`config.mk`:
```
export PLATFORM = sky130hd
export DESIGN_NAME = plot_receiver
export DESIGN_NICKNAME = d
export VERILOG_FILES = /design/src/rtl/draw_pkg.sv /design/src/rtl/pixel_fifo.sv /design/src/rtl/plot_receiver.sv
export SDC_FILE = /design/constraint.sdc
export NUM_CORES = 1
export LEC_CHECK = 0
export ABC_AREA = 1
export BUFFER_PORTS_ARGS = -buffer_cell sky130_fd_sc_hd__buf_2
export CAP_MARGIN = 20
export CORE_UTILIZATION = 58
export DETAILED_ROUTE_END_ITERATION = 10
export PLACE_DENSITY = 0.84
export SYNTH_ARGS = -nofsm -noshare
export SYNTH_HDL_FRONTEND = slang
export SYNTH_HIERARCHICAL = 1
export SYNTH_SLANG_ARGS = --single-unit
```
`constraint.sdc`:
```
create_clock -name clk -period 4 [get_ports clk]
set_input_delay 0.4 -clock clk [delete_from_list [all_inputs] [get_ports clk]]
set_output_delay 0.4 -clock clk [all_outputs]
set_load 0.02 [all_outputs]
```
`src/rtl/draw_pkg.sv`:
```
// Shared drawing-pipeline constants and the pixel record carried through the plot buffer.
package draw_pkg;

  localparam int unsigned SCREEN_W  = 320;
  localparam int unsigned SCREEN_H  = 240;
  localparam int unsigned COLOR_W   = 3;
  localparam int unsigned FB_ADDR_W = 17;
  localparam int unsigned COORD_W   = 10;

  localparam logic [COLOR_W-1:0] TRANSPARENT = 3'b000;

  // One buffered framebuffer write: address in the upper bits, colour in the lower bits.
  typedef struct packed {
    logic [FB_ADDR_W-1:0] addr;
    logic [COLOR_W-1:0]   color;
  } pixel_t;

  localparam int unsigned PIXEL_W = $bits(pixel_t);

endpackage

```
`src/rtl/pixel_fifo.sv`:
```
// Synchronous FIFO with full/empty flags and a combinational head output.
module pixel_fifo import draw_pkg::*; #(
  parameter int unsigned WIDTH = PIXEL_W,
  parameter int unsigned DEPTH = 4
) (
  input  logic             clk,
  input  logic             reset_n,
  input  logic             push,
  input  logic [WIDTH-1:0] push_data,
  input  logic             pop,
  output logic [WIDTH-1:0] head_data,
  output logic             full,
  output logic             empty
);

  localparam int unsigned IdxW = (DEPTH > 1) ? $clog2(DEPTH) : 1;

  // Pointers carry one extra wrap bit so full and empty are distinguishable.
  logic [IdxW:0]      wr_ptr_q, rd_ptr_q;
  logic [WIDTH-1:0]   mem_q [DEPTH];
  logic               do_push, do_pop;

  assign do_push = push && !full;
  assign do_pop  = pop && !empty;

  assign empty     = (wr_ptr_q == rd_ptr_q);
  assign full      = (wr_ptr_q[IdxW] != rd_ptr_q[IdxW]) &&
                     (wr_ptr_q[IdxW-1:0] == rd_ptr_q[IdxW-1:0]);
  assign head_data = mem_q[rd_ptr_q[IdxW-1:0]];

  // Pointer update; reset empties the buffer regardless of pending push/pop.
  always_ff @(posedge clk) begin
    if (!reset_n) begin
      wr_ptr_q <= '0;
      rd_ptr_q <= '0;
    end else begin
      if (do_push) wr_ptr_q <= wr_ptr_q + 1'b1;
      if (do_pop)  rd_ptr_q <= rd_ptr_q + 1'b1;
    end
  end

  // Storage write; contents need no reset since empty masks the head.
  always_ff @(posedge clk) begin
    if (reset_n && do_push) begin
      mem_q[wr_ptr_q[IdxW-1:0]] <= push_data;
    end
  end

endmodule

```
`src/rtl/plot_receiver.sv`:
```
// Accepts pixels from the sprite drawer, drops off-screen/transparent ones, buffers the rest
// and hands them to the framebuffer under a write/grant handshake.
module plot_receiver import draw_pkg::*; #(
  parameter int unsigned        SCREEN_W    = draw_pkg::SCREEN_W,
  parameter int unsigned        SCREEN_H    = draw_pkg::SCREEN_H,
  parameter int unsigned        FIFO_DEPTH  = 4,
  parameter logic [COLOR_W-1:0] TRANSPARENT = draw_pkg::TRANSPARENT
) (
  input  logic                 clk,
  input  logic                 reset_n,
  input  logic [COORD_W-1:0]   in_x,
  input  logic [COORD_W-1:0]   in_y,
  input  logic [COLOR_W-1:0]   in_color,
  input  logic                 in_plot,
  output logic                 in_ready,
  output logic [FB_ADDR_W-1:0] fb_addr,
  output logic [COLOR_W-1:0]   fb_data,
  output logic                 fb_we,
  input  logic                 fb_grant,
  output logic                 overflow,
  output logic [15:0]          written_count,
  output logic [7:0]           clipped_count
);

  logic                 full, empty;
  logic                 accept, keep, clip, lost, commit;
  logic                 in_range;
  logic [FB_ADDR_W-1:0] addr_calc;
  pixel_t               push_pix, head_pix;
  logic                 overflow_q;
  logic [15:0]          written_q;
  logic [7:0]           clipped_q;

  // Full-width multiply so large rows cannot truncate before the add.
  assign addr_calc = FB_ADDR_W'(in_y) * FB_ADDR_W'(SCREEN_W) + FB_ADDR_W'(in_x);
  assign in_range  = (32'(in_x) < SCREEN_W) && (32'(in_y) < SCREEN_H);

  assign in_ready = !full;
  assign accept   = in_plot && in_ready;
  assign keep     = accept && in_range && (in_color != TRANSPARENT);
  assign clip     = accept && !keep;
  assign lost     = in_plot && !in_ready;
  assign commit   = fb_we && fb_grant;

  assign push_pix.addr  = addr_calc;
  assign push_pix.color = in_color;

  pixel_fifo #(
    .WIDTH (PIXEL_W),
    .DEPTH (FIFO_DEPTH)
  ) u_pixel_fifo (
    .clk       (clk),
    .reset_n   (reset_n),
    .push      (keep),
    .push_data (push_pix),
    .pop       (commit),
    .head_data (head_pix),
    .full      (full),
    .empty     (empty)
  );

  // Framebuffer request follows the buffer head; zeroed while nothing is queued.
  always_comb begin
    fb_we   = !empty;
    fb_addr = '0;
    fb_data = '0;
    if (!empty) begin
      fb_addr = head_pix.addr;
      fb_data = head_pix.color;
    end
  end

  // Sticky overflow and the written/clipped statistics.
  always_ff @(posedge clk) begin
    if (!reset_n) begin
      overflow_q <= 1'b0;
      written_q  <= '0;
      clipped_q  <= '0;
    end else begin
      if (lost)                        overflow_q <= 1'b1;
      if (commit)                      written_q  <= written_q + 16'd1;
      if (clip && (clipped_q != 8'hff)) clipped_q  <= clipped_q + 8'd1;
    end
  end

  assign overflow      = overflow_q;
  assign written_count = written_q;
  assign clipped_count = clipped_q;

endmodule

```
==> results by group <==
Run status
  – Status: completed

Placed design
  – Area after DPL: between 0.006 and 0.007 mm^2
  – Post-DP HPWL: 7.68 mm
  – IO Port Bufs: 73
  – GPL Wtd Cong: 0.841
  – Placed Cells: between 700 and 800

Die
  – Die ar.: just over 0.01 mm^2
  – # rows: 35
  – Width of the die: a little over 100 um
  – Die span in y: about 100 um
  – Initial core utilization: 0.607
  – Core ar.: 0.00933 mm^2
  – # IOs: 74

Timing
  – Crit share post-route: 0.745
  – Least-Margin Pin Slew: 0.804 ns
  – Clk_skew: 0.00968 ns
  – Max Slew Vio Count: 0
  – Final setup viols: 0
  – Final min period: 2.98 ns
  – Slew HR: 0.463
  – Unrepaired setup endpoints after global routing: false
  – Fin. Hold Viols: 0
  – Setup Total Neg Slack: 0 ns
  – Fmax: between 300 and 400 MHz

Final layout
  – Synth-to-Final Area Change: 19.3%
  – Final Util: 0.724
  – Final net count: 742
  – Share of layout cells above drive strength 1: 0.199
  – Non-Filler Instances: around 830
  – Fillers: about 670
  – Finished Cell Area: a little under 0.007 mm^2
  – # diodes: 0

Clocking
  – Post-CTS Hold Fix Bufs: 0
  – Post-CTS Repair Setup Buffers: 0
  – Total CTS buffers: 17
  – CTS tree: yes
  – CTS Sinks: between 100 and 150
  – Clk root buf: clkbuf_8
  – Clock-pin slew on the worst setup and hold paths: approximately 0.06 ns
  – Clk_lat worst skew: approximately 0.51 ns
  – Post_cts resized: 0
  – H-tree depth: 4
  – Clk buf depth: 2

Detailed routing
  – Drt pass-1 iters: 4
  – Vias per cell: 5.35
  – DRT antenna net count: 0
  – Metal3 WL: just under 800 um
  – DR WL/cell: roughly 15 um
  – Top sig layer: met4
  – Via count: ~4.4k
  – Post-Route WL: ~12 mm
  – Routed met2 length: 6.17 mm
  – DRT met1 WL: ~5.2 mm
  – DRC viols: 0
  – Initial DRC Count: 280

Critical path
  – WS Path Type: reg -> out
  – Crit path largest cell delay: 0.84 ns
  – Crit path buf inv count: 3
  – Worst Path Arrival: 2.58 ns
  – Crit-path max FO: 21
  – CP cell instances: inv_1, o21ai_1, o22ai_1, inv_1, nor2_1, buf_2
  – Most frequent CP cell: inv_1
  – Slowest cell on crit path: dfxtp_1
  – CP delay by family, top: flip-flops
  – Crit path launch type: register
  – Worst EP required: 3.60 ns
  – Worst Setup End Kind: primary output

Power and ir drop
  – Pwr per Cell Area: ~450 mW/mm^2
  – LEAKAGE: between 2 and 3 nW
  – Clk pwr share: 0.492
  – Logic gate share of total power: 0.087
  – Int Power: about 2.3 mW
  – P_sw: between 0.7 and 0.8 mW
  – Switching portion of total power: 0.253
  – Sequential power share: 0.422
  – Maximum vdd drop: roughly 0.00037 V
  – Total power: 3.07 mW

Yosys
  – Seq/Total Area, Yosys: 0.541
  – FFs w/ async S/R, synth: 0
  – Post-synth EDFFs: 80
  – Synth Register Bits: roughly 110
  – Cell Area, Synth: 0.00566 mm^2
  – Syn nets: between 600 and 700
  – Synth Instances: around 610
  – Most used DFF post-synth: edfxtp_1
  – YS warnings: 6
  – Synth unique cells: 37
  – Syn avg cell area: between 9 and 10 um^2

Min path
  – Hold Crit Class: in -> reg

GRT
  – Grt ovf: 0
  – Vias in the first global route: ~4.2k
  – Initial antenna violation count: 0
  – Pin count of the biggest net entering global routing: 42
  – Total track usage: 0.258
  – First-pass GRT wire length: about 20 mm

Flow run
  – Max Cap Violations: 0
-- cells by family after synthesis --
group                    Yosys count  synth area share
AO/OA/AOI/OAI                    103            0.0977
flip-flops                       113             0.541
adder cells (fa/ha/maj)           28            0.0646
AND/OR/NAND/NOR                  250             0.207
XOR/XNOR                          15            0.0232
buffers and inverters             97            0.0661
-- per-stage QoR --
step	worst slack (ns)	hold WS (ns)
after floorplan	0.988	0.499
after global placement	1.43	0.455
after detailed placement	1.35	0.452
after CTS	1.03	0.100
after global routing	0.890	0.0948
final	1.02	0.111
-- synth_stat cells, types with 8 or more instances --
library cell  instances  area (um^2)
edfxtp_1             80         2400
clkbuf_1              8         30.0
a21oi_1              30          150
nor2_1               91          342
nand3_1              26          130
xnor2_1               8         70.1
dfxtp_1              33          661
o22ai_1              20          125
ha_1                 26          325
buf_2                 8         40.0
nand2_1              92          345
o21ai_0              27          135
inv_1                79          297
o21ai_1              21          105
-- sequential cells by signal, summed over array words and instances, names as in the netlist, named ones only --
| register | flops |
|---|---|
| written_count | 16 |
| overflow | 1 |
| u_pixel_fifo/wr_ptr_q | 3 |
| u_pixel_fifo/mem_q | 80 |
| u_pixel_fifo/rd_ptr_q | 3 |
| clipped_count | 8 |
-- layout by cell type (no fill, tap or decap), drive strengths merged, types with 26 or more instances in the layout --
master / count
ha: 26
o21ai: 48
nand2: 101
nor2: 99
a21oi: 30
buf: 78
dfxtp: 33
inv: 92
edfxtp: 80
nand3: 30
-- power by group through the flow --
stage          Sequential [mW]  Combinational (mW)  Clock (mW)
6_report                  1.29               0.266        1.51
5_1_grt                   1.29               0.297        1.58
4_1_cts                   1.29               0.265        1.52
3_3_place_gp              1.32               0.247           0
3_5_place_dp              1.32               0.261           0
2_1_floorplan             1.32               0.179           0
-- layout make-up --
cell class | count | area (um^2) | area share
repair buffers | 78 | 403 | 0.0597
multi-input cells | 396 | 2220 | 0.329
clock buffers | 17 | 414 | 0.0614
flip-flops and latches | 113 | 3060 | 0.454
well taps | 129 | 161 | 0.0239
inverters | 81 | 304 | 0.0450
clock inverters | 15 | 183 | 0.0271
-- worst paths after layout --
check                                              start                         to  slack (ns)  cells past startpoint
worst max-delay path                            register                fb_addr[13]        1.02                      6
worst min-delay path                             in_x[0]   u_pixel_fifo/mem_q[0][3]        0.11                      1
worst max register to register  u_pixel_fifo/wr_ptr_q[0]  u_pixel_fifo/mem_q[3][18]        1.37                     13
worst min register to register                  overflow                   overflow        0.47                      2
-- metal layers --
| metal | track usage | vias to the layer above |
|---|---|---|
| li1 | - | 2207 |
| met1 | 0.317 | 2032 |
| met2 | 0.446 | 174 |
| met3 | 0.0520 | 21 |
| met4 | 0.106 | 0 |
| met5 | 0 | - |
Power figures use the tool's default switching activity.
